[src/rtl/lynx_vram_pkg.sv]
// lynx_vram_pkg: shared types and defaults for the VRAM bank arbiter.
//   VRAM_AW / VRAM_DW : default VRAM address / data widths
//   vram_arb_state_t  : arbiter FSM state
//   is_slot_state()   : states in which the next RAM slot is chosen
package lynx_vram_pkg;

    localparam int VRAM_AW = 14;
    localparam int VRAM_DW = 8;

    typedef enum logic [2:0] {
        IDLE,
        VID_ISS,
        VID_DAT,
        CPU_ISS,
        CPU_DAT
    } vram_arb_state_t;

    // A new slot may start after the data phase of the previous access,
    // so the RAM is kept busy every cycle under load.
    function automatic logic is_slot_state(input vram_arb_state_t s);
        return (s == IDLE) || (s == VID_DAT) || (s == CPU_DAT);
    endfunction

endpackage

[src/rtl/vram_arbiter_if.sv]
// vram_arbiter_if: bundles the video fetch, CPU bus and RAM-side signals of
// one VRAM bank arbiter.
//   slave  : the arbiter (takes requests, drives RAM and responses)
//   master : the surrounding system (video path, CPU decode, RAM model)
interface vram_arbiter_if
    import lynx_vram_pkg::*;
#(
    parameter int AW = VRAM_AW,
    parameter int DW = VRAM_DW
);
    logic          vid_req;
    logic [AW-1:0] vid_addr;
    logic [DW-1:0] vid_do;
    logic          vid_valid;
    logic          vid_ovf;
    logic          blank;
    logic          cpu_req;
    logic          cpu_we;
    logic [AW-1:0] cpu_addr;
    logic [DW-1:0] cpu_di;
    logic [DW-1:0] cpu_do;
    logic          cpu_ack;
    logic          cpu_wait;
    logic [AW-1:0] ram_addr;
    logic          ram_we;
    logic [DW-1:0] ram_di;
    logic [DW-1:0] ram_do;

    modport slave (
        input  vid_req, vid_addr, blank, cpu_req, cpu_we, cpu_addr, cpu_di, ram_do,
        output vid_do, vid_valid, vid_ovf, cpu_do, cpu_ack, cpu_wait,
               ram_addr, ram_we, ram_di
    );

    modport master (
        output vid_req, vid_addr, blank, cpu_req, cpu_we, cpu_addr, cpu_di, ram_do,
        input  vid_do, vid_valid, vid_ovf, cpu_do, cpu_ack, cpu_wait,
               ram_addr, ram_we, ram_di
    );

endinterface

[src/rtl/vram_fetch_latch.sv]
// vram_fetch_latch: holds one pending video fetch until the arbiter issues it.
//   clock, reset : system clock, async active-high reset
//   vid_req      : one-cycle fetch strobe; vid_addr sampled with it
//   take         : arbiter is issuing the fetch this cycle
//   fetch_valid  : a fetch is pending (latched or arriving now)
//   fetch_addr   : address to fetch (newest request wins)
//   ovf          : sticky, a request arrived while one was still latched
module vram_fetch_latch
    import lynx_vram_pkg::*;
#(
    parameter int AW = VRAM_AW
) (
    input  logic          clock,
    input  logic          reset,
    input  logic          vid_req,
    input  logic [AW-1:0] vid_addr,
    input  logic          take,
    output logic          fetch_valid,
    output logic [AW-1:0] fetch_addr,
    output logic          ovf
);
    logic          pending;
    logic [AW-1:0] addr_q;

    // A strobe arriving in a slot cycle is forwarded straight to the issue
    // logic, so an idle bus issues it on the very next edge.
    assign fetch_valid = pending | vid_req;
    assign fetch_addr  = vid_req ? vid_addr : addr_q;

    always_ff @(posedge clock or posedge reset) begin
        if (reset) begin
            pending <= 1'b0;
            addr_q  <= '0;
            ovf     <= 1'b0;
        end else begin
            if (vid_req && pending)
                ovf <= 1'b1;
            if (take) begin
                pending <= 1'b0;
            end else if (vid_req) begin
                pending <= 1'b1;
                addr_q  <= vid_addr;
            end
        end
    end

endmodule

[src/rtl/vram_arbiter.sv]
// vram_arbiter: shares one single-port synchronous VRAM bank between video
// fetches (priority, bounded latency) and Z80 cycles (stretched via WAIT).
//   clock, reset : system clock, async active-high reset
//   bus          : vram_arbiter_if.slave (video, CPU and RAM-side signals)
// Build option: VRAM_ARB_BLANK_ONLY_EN admits the CPU only while blank=1;
// without it the CPU may use any slot video does not claim.
module vram_arbiter
    import lynx_vram_pkg::*;
#(
    parameter int AW = VRAM_AW,
    parameter int DW = VRAM_DW
) (
    input logic           clock,
    input logic           reset,
    vram_arbiter_if.slave bus
);
    vram_arb_state_t state;

    logic          fetch_valid;
    logic [AW-1:0] fetch_addr;
    logic          vid_ovf;
    logic          slot;
    logic          take;
    logic          cpu_ok;
    logic          cpu_go;
    logic          done;
    logic          cpu_wr_q;
    logic [DW-1:0] vid_do_q;
    logic [DW-1:0] cpu_do_q;
    logic [DW-1:0] ram_di_q;
    logic [AW-1:0] ram_addr_q;
    logic          vid_valid_q;
    logic          cpu_ack_q;
    logic          ram_we_q;

    vram_fetch_latch #(.AW(AW)) u_fetch_latch (
        .clock       (clock),
        .reset       (reset),
        .vid_req     (bus.vid_req),
        .vid_addr    (bus.vid_addr),
        .take        (take),
        .fetch_valid (fetch_valid),
        .fetch_addr  (fetch_addr),
        .ovf         (vid_ovf)
    );

`ifdef VRAM_ARB_BLANK_ONLY_EN
    assign cpu_ok = bus.blank;
`else
    assign cpu_ok = 1'b1;
`endif

    assign slot = is_slot_state(state);
    assign take = slot & fetch_valid;
    // CPU_DAT completes the current access; its done flag is only visible
    // next cycle, so the same request must not be re-granted from here.
    assign cpu_go = slot & ~fetch_valid & (state != CPU_DAT)
                  & bus.cpu_req & ~done & cpu_ok;

    always_ff @(posedge clock or posedge reset) begin
        if (reset) begin
            state       <= IDLE;
            vid_do_q    <= '0;
            vid_valid_q <= 1'b0;
            cpu_do_q    <= '1;
            cpu_ack_q   <= 1'b0;
            ram_we_q    <= 1'b0;
            ram_addr_q  <= '0;
            ram_di_q    <= '0;
            done        <= 1'b0;
            cpu_wr_q    <= 1'b0;
        end else begin
            vid_valid_q <= 1'b0;
            cpu_ack_q   <= 1'b0;
            ram_we_q    <= 1'b0;

            if (!bus.cpu_req)
                done <= 1'b0;

            case (state)
                VID_ISS: state <= VID_DAT;
                CPU_ISS: state <= CPU_DAT;
                default: state <= take ? VID_ISS : (cpu_go ? CPU_ISS : IDLE);
            endcase

            // RAM data for the issued address is on ram_do during *_DAT.
            if (state == VID_DAT) begin
                vid_do_q    <= bus.ram_do;
                vid_valid_q <= 1'b1;
            end
            if (state == CPU_DAT) begin
                if (!cpu_wr_q)
                    cpu_do_q <= bus.ram_do;
                cpu_ack_q <= 1'b1;
                // A request already withdrawn must not block its successor.
                done      <= bus.cpu_req;
            end

            if (take) begin
                ram_addr_q <= fetch_addr;
            end else if (cpu_go) begin
                ram_addr_q <= bus.cpu_addr;
                ram_we_q   <= bus.cpu_we;
                ram_di_q   <= bus.cpu_di;
                cpu_wr_q   <= bus.cpu_we;
            end
        end
    end

    assign bus.vid_do    = vid_do_q;
    assign bus.vid_valid = vid_valid_q;
    assign bus.vid_ovf   = vid_ovf;
    assign bus.cpu_do    = cpu_do_q;
    assign bus.cpu_ack   = cpu_ack_q;
    assign bus.cpu_wait  = bus.cpu_req & ~done & ~cpu_ack_q;
    assign bus.ram_addr  = ram_addr_q;
    assign bus.ram_we    = ram_we_q;
    assign bus.ram_di    = ram_di_q;

endmodule
[src/flat_wrapper.sv]
// flat-port wrapper written by rule: the top's interface ports become plain ports
module vram_arbiter_flat import lynx_vram_pkg::*;
#(
    parameter int AW = VRAM_AW,
    parameter int DW = VRAM_DW
)
  (clock, reset, bus_vid_req, bus_vid_addr, bus_blank, bus_cpu_req, bus_cpu_we, bus_cpu_addr, bus_cpu_di, bus_ram_do, bus_vid_do, bus_vid_valid, bus_vid_ovf, bus_cpu_do, bus_cpu_ack, bus_cpu_wait, bus_ram_addr, bus_ram_we, bus_ram_di);
  vram_arbiter_if #(.AW(AW), .DW(DW)) bus_i ();
  input logic clock;
  input logic reset;
  input wire logic [$bits(bus_i.vid_req)-1:0] bus_vid_req;
  input wire logic [$bits(bus_i.vid_addr)-1:0] bus_vid_addr;
  input wire logic [$bits(bus_i.blank)-1:0] bus_blank;
  input wire logic [$bits(bus_i.cpu_req)-1:0] bus_cpu_req;
  input wire logic [$bits(bus_i.cpu_we)-1:0] bus_cpu_we;
  input wire logic [$bits(bus_i.cpu_addr)-1:0] bus_cpu_addr;
  input wire logic [$bits(bus_i.cpu_di)-1:0] bus_cpu_di;
  input wire logic [$bits(bus_i.ram_do)-1:0] bus_ram_do;
  output wire logic [$bits(bus_i.vid_do)-1:0] bus_vid_do;
  output wire logic [$bits(bus_i.vid_valid)-1:0] bus_vid_valid;
  output wire logic [$bits(bus_i.vid_ovf)-1:0] bus_vid_ovf;
  output wire logic [$bits(bus_i.cpu_do)-1:0] bus_cpu_do;
  output wire logic [$bits(bus_i.cpu_ack)-1:0] bus_cpu_ack;
  output wire logic [$bits(bus_i.cpu_wait)-1:0] bus_cpu_wait;
  output wire logic [$bits(bus_i.ram_addr)-1:0] bus_ram_addr;
  output wire logic [$bits(bus_i.ram_we)-1:0] bus_ram_we;
  output wire logic [$bits(bus_i.ram_di)-1:0] bus_ram_di;
  assign bus_i.vid_req = bus_vid_req;
  assign bus_i.vid_addr = bus_vid_addr;
  assign bus_i.blank = bus_blank;
  assign bus_i.cpu_req = bus_cpu_req;
  assign bus_i.cpu_we = bus_cpu_we;
  assign bus_i.cpu_addr = bus_cpu_addr;
  assign bus_i.cpu_di = bus_cpu_di;
  assign bus_i.ram_do = bus_ram_do;
  assign bus_vid_do = bus_i.vid_do;
  assign bus_vid_valid = bus_i.vid_valid;
  assign bus_vid_ovf = bus_i.vid_ovf;
  assign bus_cpu_do = bus_i.cpu_do;
  assign bus_cpu_ack = bus_i.cpu_ack;
  assign bus_cpu_wait = bus_i.cpu_wait;
  assign bus_ram_addr = bus_i.ram_addr;
  assign bus_ram_we = bus_i.ram_we;
  assign bus_ram_di = bus_i.ram_di;
  vram_arbiter #(.AW(AW), .DW(DW)) u_core (.clock(clock), .reset(reset), .bus(bus_i));
endmodule
[config.mk]
export PLATFORM = sky130hd
export DESIGN_NAME = vram_arbiter_flat
export DESIGN_NICKNAME = d
export VERILOG_FILES = /design/src/rtl/lynx_vram_pkg.sv /design/src/rtl/vram_arbiter_if.sv /design/src/rtl/vram_fetch_latch.sv /design/src/rtl/vram_arbiter.sv /design/src/flat_wrapper.sv
export SDC_FILE = /design/constraint.sdc
export NUM_CORES = 1
export LEC_CHECK = 0
export BUFFER_PORTS_ARGS = -buffer_cell sky130_fd_sc_hd__buf_2
export CELL_PAD_IN_SITES_DETAIL_PLACEMENT = 1
export CELL_PAD_IN_SITES_GLOBAL_PLACEMENT = 1
export CORE_UTILIZATION = 35
export DETAILED_ROUTE_END_ITERATION = 8
export GPL_TIMING_DRIVEN = 0
export MAX_ROUTING_LAYER = met4
export PLACE_DENSITY = 0.73
export SLEW_MARGIN = 40
export SYNTH_ARGS = -nofsm -noshare
export SYNTH_HDL_FRONTEND = slang
export SYNTH_SLANG_ARGS = --single-unit
export TNS_END_PERCENT = 20
[constraint.sdc]
create_clock -name clock -period 1.6 [get_ports clock]
set_input_delay 0.16 -clock clock [delete_from_list [all_inputs] [get_ports clock]]
set_output_delay 0.16 -clock clock [all_outputs]
set_load 0.005 [all_outputs]
==> summary.md, run 1 <==
| Metric | Value |
|---|---|
| Run status | finished clean |
| Xor/xnor cell area share of the yosys netlist | 0% |
| Peak Freq | 0.6451 GHz |
| Share of cell area taken by muxes after synthesis | 22.39% |
| Largest net degree at the start of global routing | 23 |
| Dominant combinational cell family by area after synthesis | multiplexers |
| Ratio of cells with drive above 1 in the final layout | 60.87% |
| CTS H-tree lvls | 3 |
| Residual overflow from global routing | 0 |
| Synthesized instance count | 206 |
| Post-Route Skew | 5.470 ps |
| Synthesized area divided by synthesized cell count | 13.27 um2 |
| Peak VDD IR | 686.9 uV |
| Distinct cell type count after synthesis | 28 |
| Layout Nets | 367 |
| Initial antenna violation count | 0 |
| Min cycle time layout | 1550 ps |
| Leakage | 0.001679 uW |
| Critical path launch point type | flip-flop |
| Critical Path AT | 1770 ps |
| I/O pin count | 93 |
| Synthesized-area fraction occupied by adder cells | 0% |
| Area growth, synth to finish | 33.47% |
| RePlAce Congestion | 0.7690 |
| Final non-filler cell total | 421 |
| Unrepaired setup endpoints after global routing | yes |
| Sequential cell area fraction in the yosys report | 57.14% |
| Count of inserted antenna diode cells | 0 |
| Number of I/O port buffers | 90 |
| Compound-gate portion of the synthesized area | 7.051% |
| Sequential cell area | 0.001564 mm2 |
| Worst Hold Class | input port to flip-flop |
| Core Box Area | 0.007408 mm2 |
| Delay of the slowest critical-path stage | 470 ps |
| Critical path capture point type | flip-flop |
| Num rows | 31 |
| Net count after synthesis | 256 |
| Slew margin rel. | 67.23% |
| Starting Density | 36.89% |
| Power density over the cells | 1899 mW/mm2 |
| Die Height | 90.36 um |
| Global-route wire length before repair | 11640 um |
| Total of max-cap violations | 0 |
| Clock Tree Buf Depth | 2 |
| Data required time at the worst endpoint | 1820 ps |
| Post-synthesis instance area | 0.002733 mm2 |
| Detailed-route vias per instance | 4.945 |
| Vias post-DR | 2082 |
| Number of filler cells placed in the layout | 854 |
| Placed Instances | 397 |
| Number of design-rule violations left by the first detailed-router iteration | 53 |
| Clock tree from TritonCTS | yes |
| Clock edge transition at the registers on the reported setup and hold paths | 70 ps |
| Number of failing setup endpoints in the final timing report | 0 |
| Multi-input gate area in the final layout | 0.001104 mm2 |
| Clock tree root driver cell | clkbuf_8 |
| Die Area | 0.008165 mm2 |
| Die boundary width | 90.36 um |
| Vias in the first global route | 2278 |
| Cells along the critical path | nor4b_4 > nand2_2 > buf_6 > mux2_4 |
| Minimum hold slack | 53.66 ps |
| Post-Synth Simple-Gate Area | 9.478% |
| Sinks on the clock net | 62 |
| Final slew viol count | 0 |
| Insertion delay of the later-clocked pin in the worst-skew pair | 330 ps |
| All-Layer GR Usage | 18.88% |
| #FFs+latches synth | 62 |
| Detailed Place HPWL | 4852 um |
| Average wire per standard cell | 16.38 um |
| TritonRoute pass-1 iters | 2 |
| Crit share post-route | 96.89% |
| Final Hold Vio Count | 0 |
| Tightest Pin Transition | 490.5 ps |
| Detailed Route WL | 6894 um |
| Residual antenna-violating net count after detailed routing | 0 |
| Number of buffers inserted during clock tree synthesis | 9 |
| Number of remaining DRC errors | 0 |
| Cell with the largest stage delay on the worst path | dfrtp_2 |
| Setup CP Type | flip-flop to flip-flop |
| Yosys warnings | 0 |
| CP Max Fanout | 10 |
## metal layers
layer | part of all wire (%) | GRT usage [%] | vias to the layer above
li1 | - | - | 969
met1 | 45 | 23.24 | 1046
met2 | 50 | 30.92 | 55
met3 | 3.0 | 3.283 | 12
met4 | 1.7 | 7.527 | 0
met5 | 0 | - | -
## registers in the layout, indices dropped and copies added (netlist names), 3 cells and up
register / flops
u_core.state: 3
u_core.bus.ram_di: 8
u_core.bus.cpu_do: 8
u_core.bus.ram_addr: 14
u_core.bus.vid_do: 8
u_core.u_fetch_latch.addr_q: 14
## report_power, final
group	internal, uW	total [uW]	switching [uW]
clock network	597	1200	601
logic	1600	2910	1300
registers	2410	2820	414
total	4610	6930	2320
## path summary, 6_finish.rpt
path / from / end / slack, ps / cells after the start
hold reg to reg: u_core.u_fetch_latch.ovf / u_core.u_fetch_latch.ovf / 460 / 1
hold / removal: bus_ram_do[2] / u_core.bus.cpu_do[2] / 50 / 2
min in group asynchronous: reset / u_core.bus.vid_do[0] / 400 / 3
setup reg to reg: u_core.state[0] / u_core.bus.ram_di[6] / 50 / 4
setup / recovery: u_core.state[0] / u_core.bus.ram_di[6] / 50 / 4
max in group asynchronous: reset / u_core.u_fetch_latch.addr_q[4] / 560 / 5
## critical path: cells and delay by family, from the launching register on
kind	cells	cell delay [ps]
DFF	1	470
buffers and inverters	1	170
muxes	1	300
and+or+nand+nor	2	490
## timing repair
item	CTS	global route
hold buffers	1	0
pin swaps	1	3
endpoints found under the hold margin	13	0
endpoints found under the setup margin	31	41
buffers inserted	1	6
resized for setup	8	16
gates cloned	0	0
## layout make-up
type                            instances  share of cell area, %
Clock buffer                           12                  3.979
Sequential cell                        62                  42.88
Inverter                                2                 0.3087
Timing Repair Buffer                  100                  15.37
Clock inverter                          4                 0.6175
Buffer                                 14                  3.190
Multi-Input combinational cell        128                  30.26
Tap cell                               99                  3.396
## layout by cell type (no fill, tap or decap), types with 2 or more instances in the layout
cell type / instances
a31oi_2: 2
clkbuf_8: 11
clkinvlp_4: 2
clkbuf_1: 3
dfrtp_1: 52
a21o_1: 2
buf_6: 5
o21ai_0: 10
mux2_4: 7
dfrtp_2: 2
o21ai_1: 4
buf_2: 93
mux2_2: 40
nor3_1: 14
nor2b_1: 2
mux2_1: 5
a31oi_1: 12
nor2_1: 2
clkinv_2: 3
nand3_1: 14
buf_4: 10
dfstp_2: 8
## metrics by stage
stage / total power (uW) / setup slack (ps) / utilization, % / area [um2] / setup TNS (ps)
4_1_cts: 6848 / -17.68 / 48.13 / 3566 / -39.08
6_report: 6927 / 49.79 / 49.23 / 3647 / 0
5_1_grt: 7456 / -22.25 / 49.23 / 3647 / -247.8
2_1_floorplan: 4505 / 123.6 / - / 2736 / 0
3_3_place_gp: 5426 / -127.1 / 44.69 / 3311 / -2179
3_5_place_dp: 5550 / -155.6 / 45.33 / 3358 / -2143
## kinds of logic (layout without fill, tap and decap cells)
logic type / after synthesis / after routing
mux: 52 / 52
flops: 62 / 62
buf+inv: 16 / 132
compound gates: 33 / 33
simple gates: 43 / 43
## synthesized netlist by cell type
library cell  number  area share [%]
a21o_1             3            0.82
or4_4              1            0.41
buf_4              1            0.27
clkbuf_1           3            0.41
o21a_1             1            0.27
nor2_1             3            0.41
mux2_4             7             3.8
a31oi_1           14             3.2
nor3b_2            1            0.46
dfrtp_1           54              49
mux2_2            40              16
buf_6              5             2.1
inv_1              2            0.27
nand2b_1           2            0.46
buf_2              5            0.92
dfstp_2            8             7.7
mux2_1             5             2.1
nor2b_1            2            0.46
nor3_2             1            0.37
nor3_1            14             2.6
nor4b_4            1            0.87
o21ai_0           14             2.6
nand2_1            1            0.14
nand3_1           14             2.6
and3_1             1            0.23
o21ai_1            1            0.18
or2_4              1            0.32
nand2_2            1            0.23
Note: power is estimated with default switching activity, not from simulation.
==> inputs of run 2 (changes only) <==
--- a/config.mk
+++ b/config.mk
@@ -8,13 +8,14 @@
 export BUFFER_PORTS_ARGS = -buffer_cell sky130_fd_sc_hd__buf_2
 export CELL_PAD_IN_SITES_DETAIL_PLACEMENT = 1
 export CELL_PAD_IN_SITES_GLOBAL_PLACEMENT = 1
-export CORE_UTILIZATION = 35
+export CORE_UTILIZATION = 36
 export DETAILED_ROUTE_END_ITERATION = 8
 export GPL_TIMING_DRIVEN = 0
 export MAX_ROUTING_LAYER = met4
-export PLACE_DENSITY = 0.73
+export PLACE_DENSITY = 0.74
 export SLEW_MARGIN = 40
 export SYNTH_ARGS = -nofsm -noshare
 export SYNTH_HDL_FRONTEND = slang
+export SYNTH_HIERARCHICAL = 1
 export SYNTH_SLANG_ARGS = --single-unit
 export TNS_END_PERCENT = 20
==> summary.md, run 2 <==
| Metric | Value |
|---|---|
| Count of inserted antenna diode cells | 0 (unchanged) |
| Peak VDD IR | 755.0 uV (was 686.9 uV) |
| Post-Route Skew | 10.93 ps (was 5.470 ps) |
| Yosys warnings | 6 (was 0) |
| Setup Slack @ Placement | -381.9 ps (was -155.6 ps) |
| Number of filler cells placed in the layout | 805 (was 854) |
| Run status | finished, violations left (was finished clean) |
| Proportion of synthesized flip-flops having asynchronous set or reset | 100.0% (unchanged) |
| Number of I/O port buffers | 90 (unchanged) |
| Unrepaired setup endpoints after global routing | yes (unchanged) |
| Detailed Place HPWL | 4512 um (was 4852 um) |
| Clock tree root driver cell | clkbuf_8 (unchanged) |
| Clock tree from TritonCTS | yes (unchanged) |
| Final Hold Vio Count | 0 (unchanged) |
| Busiest layer in global routing | met2 (unchanged) |
| Number of failing setup endpoints in the final timing report | 12 (was 0) |
| Delay of the slowest critical-path stage | 380 ps (was 470 ps) |
| Distinct cell type count after synthesis | 32 (was 28) |
| Data required time at the worst endpoint | 1820 ps (about the same) |
| Num rows | 31 (unchanged) |
| Die Area | 0.008068 mm2 (was 0.008165 mm2) |
| Number of design-rule violations left by the first detailed-router iteration | 67 (was 53) |
| #FFs+latches synth | 62 (unchanged) |
| Tightest Pin Transition | 644.6 ps (was 490.5 ps) |
| Setup CP Type | flip-flop to flip-flop (unchanged) |
| Slew margin rel. | 56.98% (was 67.23%) |
| Main area contributors after synthesis | dfrtp_1 49%, mux2_4 9.7%, dfstp_2 7.6%, mux2_2 7.3%, mux2_1 6.9% (was dfrtp_1 49%, mux2_2 16%, dfstp_2 7.7%, mux2_4 3.8%, a31oi_1 3.2%) |
| Final slew viol count | 0 (unchanged) |
| Sequential cell area fraction in the yosys report | 56.24% (was 57.14%) |
| Proportion of netlist area held by the largest area contributor | 48.67% (was 49.45%) |
| Min cycle time layout | 1646 ps (was 1550 ps) |
| Detailed-route vias per instance | 4.715 (was 4.945) |
| CTS H-tree lvls | 3 (unchanged) |
| Total of max-cap violations | 0 (unchanged) |
| Power density over the cells | 1961 mW/mm2 (was 1899 mW/mm2) |
| Die Height | 89.82 um (was 90.36 um) |
| Area growth, synth to finish | 34.88% (was 33.47%) |
| Net Switching | 2373 uW (was 2320 uW) |
| Dominant register cell in the synthesized netlist | dfrtp_1 (unchanged) |
| GRT met3 Usage | 4.061% (was 3.283%) |
| Critical path capture point type | flip-flop (unchanged) |
| Net count after synthesis | 242 (was 256) |
| Layout Nets | 357 (was 367) |
| Clock Tree Buf Depth | 2 (unchanged) |
| List of most frequent post-synthesis cells | 54 x dfrtp_1, 18 x mux2_2, 18 x mux2_4, 17 x mux2_1 (was 54 x dfrtp_1, 40 x mux2_2) |
| Post-route worst setup slack | -46.19 ps (was 49.79 ps) |
| Met1 capacity usage during global routing | 23.75% (was 23.24%) |
| Ratio of cells with drive above 1 in the final layout | 60.90% (was 60.87%) |
| Most area-hungry cell type in the Yosys netlist | dfrtp_1 (unchanged) |
| Logic pwr share | 42.0% (about the same) |
| Number of remaining DRC errors | 0 (unchanged) |
| Starting Density | 37.67% (was 36.89%) |
| Internal Power | 4971 uW (was 4607 uW) |
| TritonRoute pass-1 iters | 3 (was 2) |
| Largest net degree at the start of global routing | 32 (was 23) |
| Number of buffers inserted during clock tree synthesis | 9 (unchanged) |
| Synthesized instance count | 192 (was 206) |
| Post-synth EDFFs | 0 (unchanged) |
| Residual overflow from global routing | 0 (unchanged) |
| Critical Path AT | 1870 ps (was 1770 ps) |
| Minimum hold slack | 37.85 ps (was 53.66 ps) |
| Clock network fraction of design power | 19.5% (was 17.3%) |
| Initial antenna violation count | 0 (unchanged) |
| I/O pin count | 93 (unchanged) |
| Cell with the largest stage delay on the worst path | dfrtp_1 (was dfrtp_2) |
| Placed Instances | 382 (was 397) |
| Global-route wire length before repair | 11160 um (was 11640 um) |
| Most frequent standard cell in the layout excluding fill and tap cells | buf_2 (unchanged) |
| Crit share post-route | 102.9% (was 96.89%) |
| Residual antenna-violating net count after detailed routing | 0 (unchanged) |
| All-Layer GR Usage | 18.80% (was 18.88%) |
| Insertion delay of the later-clocked pin in the worst-skew pair | 340 ps (was 330 ps) |
| CP Max Fanout | 5 (was 10) |
| RePlAce Congestion | 0.6852 (was 0.7690) |
| Core Box Area | 0.007370 mm2 (was 0.007408 mm2) |
| GRT met2 Usage | 28.97% (was 30.92%) |
| Worst Hold Class | input port to flip-flop (unchanged) |
| Most common cell in the synthesized netlist | dfrtp_1 (unchanged) |
| Clock edge transition at the registers on the reported setup and hold paths | 70 ps (about the same) |
| Sinks on the clock net | 62 (unchanged) |
| Cells along the critical path | or2_4 > nor4_4 > buf_2 > mux2_1 (was nor4b_4 > nand2_2 > buf_6 > mux2_4) |
| Proportion of power drawn by flip-flops and latches | 38.4% (was 40.7%) |
| Leakage | 0.001818 uW (was 0.001679 uW) |
| Vias post-DR | 1938 (was 2082) |
| Average wire per standard cell | 16.69 um (was 16.38 um) |
| Vias in the first global route | 2162 (was 2278) |
| Final non-filler cell total | 411 (was 421) |
| Die boundary width | 89.82 um (was 90.36 um) |
| Detailed Route WL | 6858 um (was 6894 um) |
| Most used cells in the layout excluding fill and tap cells | 92 x buf_2, 52 x dfrtp_1, 18 x mux2_4, 18 x mux2_2, 17 x mux2_1 (was 93 x buf_2, 52 x dfrtp_1, 40 x mux2_2) |
| Peak Freq | 0.6075 GHz (was 0.6451 GHz) |
| Synthesized area divided by synthesized cell count | 14.46 um2 (was 13.27 um2) |
| Switching share of power | 32.31% (was 33.49%) |
| Post-synthesis instance area | 0.002776 mm2 (was 0.002733 mm2) |
| Violated checks | negative setup slack |
| Critical path launch point type | flip-flop (unchanged) |
[run 2: cell count changes in the layout (fill, tap and decap cells not counted), sizes merged, moves of 3 or more]
cell	previous run	this run
a31oi	14	0
buf	110	113
clkbuf	15	12
inv	1	5
mux2i	0	14
nand2	2	14
nand3	14	0
nor3	15	1
[run 2: area by class of cell]
cell class / instances / area, um2 / area share (%)
sequential: 62 / 1564 / 41.76
multi-input combinational: 114 / 1120 / 29.90
timing repair buffer: 106 / 623.1 / 16.64
clock buffer: 11 / 151.4 / 4.043
tap: 99 / 123.9 / 3.308
buffer: 9 / 83.83 / 2.239
clock inverter: 5 / 57.56 / 1.537
inverter: 5 / 21.27 / 0.5680
[run 2: path summary, 6_finish.rpt]
kind / startpoint / to / slack, ps / cells past startpoint
setup reg to reg: u_core/u_fetch_latch/pending / u_core/bus.ram_di[0] / -50 / 4
min in group asynchronous: reset / u_core/bus.ram_addr[8] / 300 / 3
max in group asynchronous: reset / u_core/u_fetch_latch/pending / 710 / 3
hold / removal: bus_cpu_di[4] / u_core/bus.ram_di[4] / 40 / 2
setup / recovery: u_core/u_fetch_latch/pending / u_core/bus.ram_di[0] / -50 / 4
hold reg to reg: u_core/u_fetch_latch/ovf / u_core/u_fetch_latch/ovf / 480 / 1
[run 2: metrics by stage]
step	power, uW	utilization (%)	cell area [um2]	setup TNS [ps]
after floorplan	4577	-	2778	-2069
after global placement	5440	45.48	3352	-19890
after detailed placement	5585	45.79	3374	-7857
after CTS	7299	50.29	3706	-2214
after global routing	7827	50.81	3745	-1498
final	7344	50.81	3745	-358.0
[run 2: routing by layer]
layer	share of wire (%)	wire (um)	vias to the layer above
met1	45	3077	972
met4	1.6	109	0
met3	4.4	304	8
li1	-	-	894
met2	49	3366	64
met5	0	0	-
[run 2: power by group through the flow]
stage | combinational [uW] | sequential (uW) | clock, uW
detailed placement | 2740 | 2850 | 0
floorplan | 1750 | 2830 | 0
global placement | 2630 | 2810 | 0
finish | 3080 | 2820 | 1440
global route | 3360 | 2930 | 1540
CTS | 2990 | 2830 | 1480
[run 2: worst max-delay path, delay by kind of cell (launching register included)]
kind | cells | cell delay [ps]
buf+inv | 1 | 250
flops | 1 | 380
mux | 1 | 330
simple gates | 2 | 560
[run 2: kinds of logic after synthesis]
kind of cell | share of synthesized area [%]
buffers and inverters | 4.281
AOI/OAI and AO/OA | 4.732
muxes | 28.98
DFF | 56.24
and+or+nand+nor | 5.769
[run 2: repair_timing]
item / 4_1_cts / 5_1_grt
pin swaps: 2 / 3
resized for setup: 11 / 11
setup buffers: 6 / 7
setup endpoints to repair: 37 / 51
cloned: 1 / 1
hold endpoints to repair: 31 / 0
hold buffers: 1 / 0
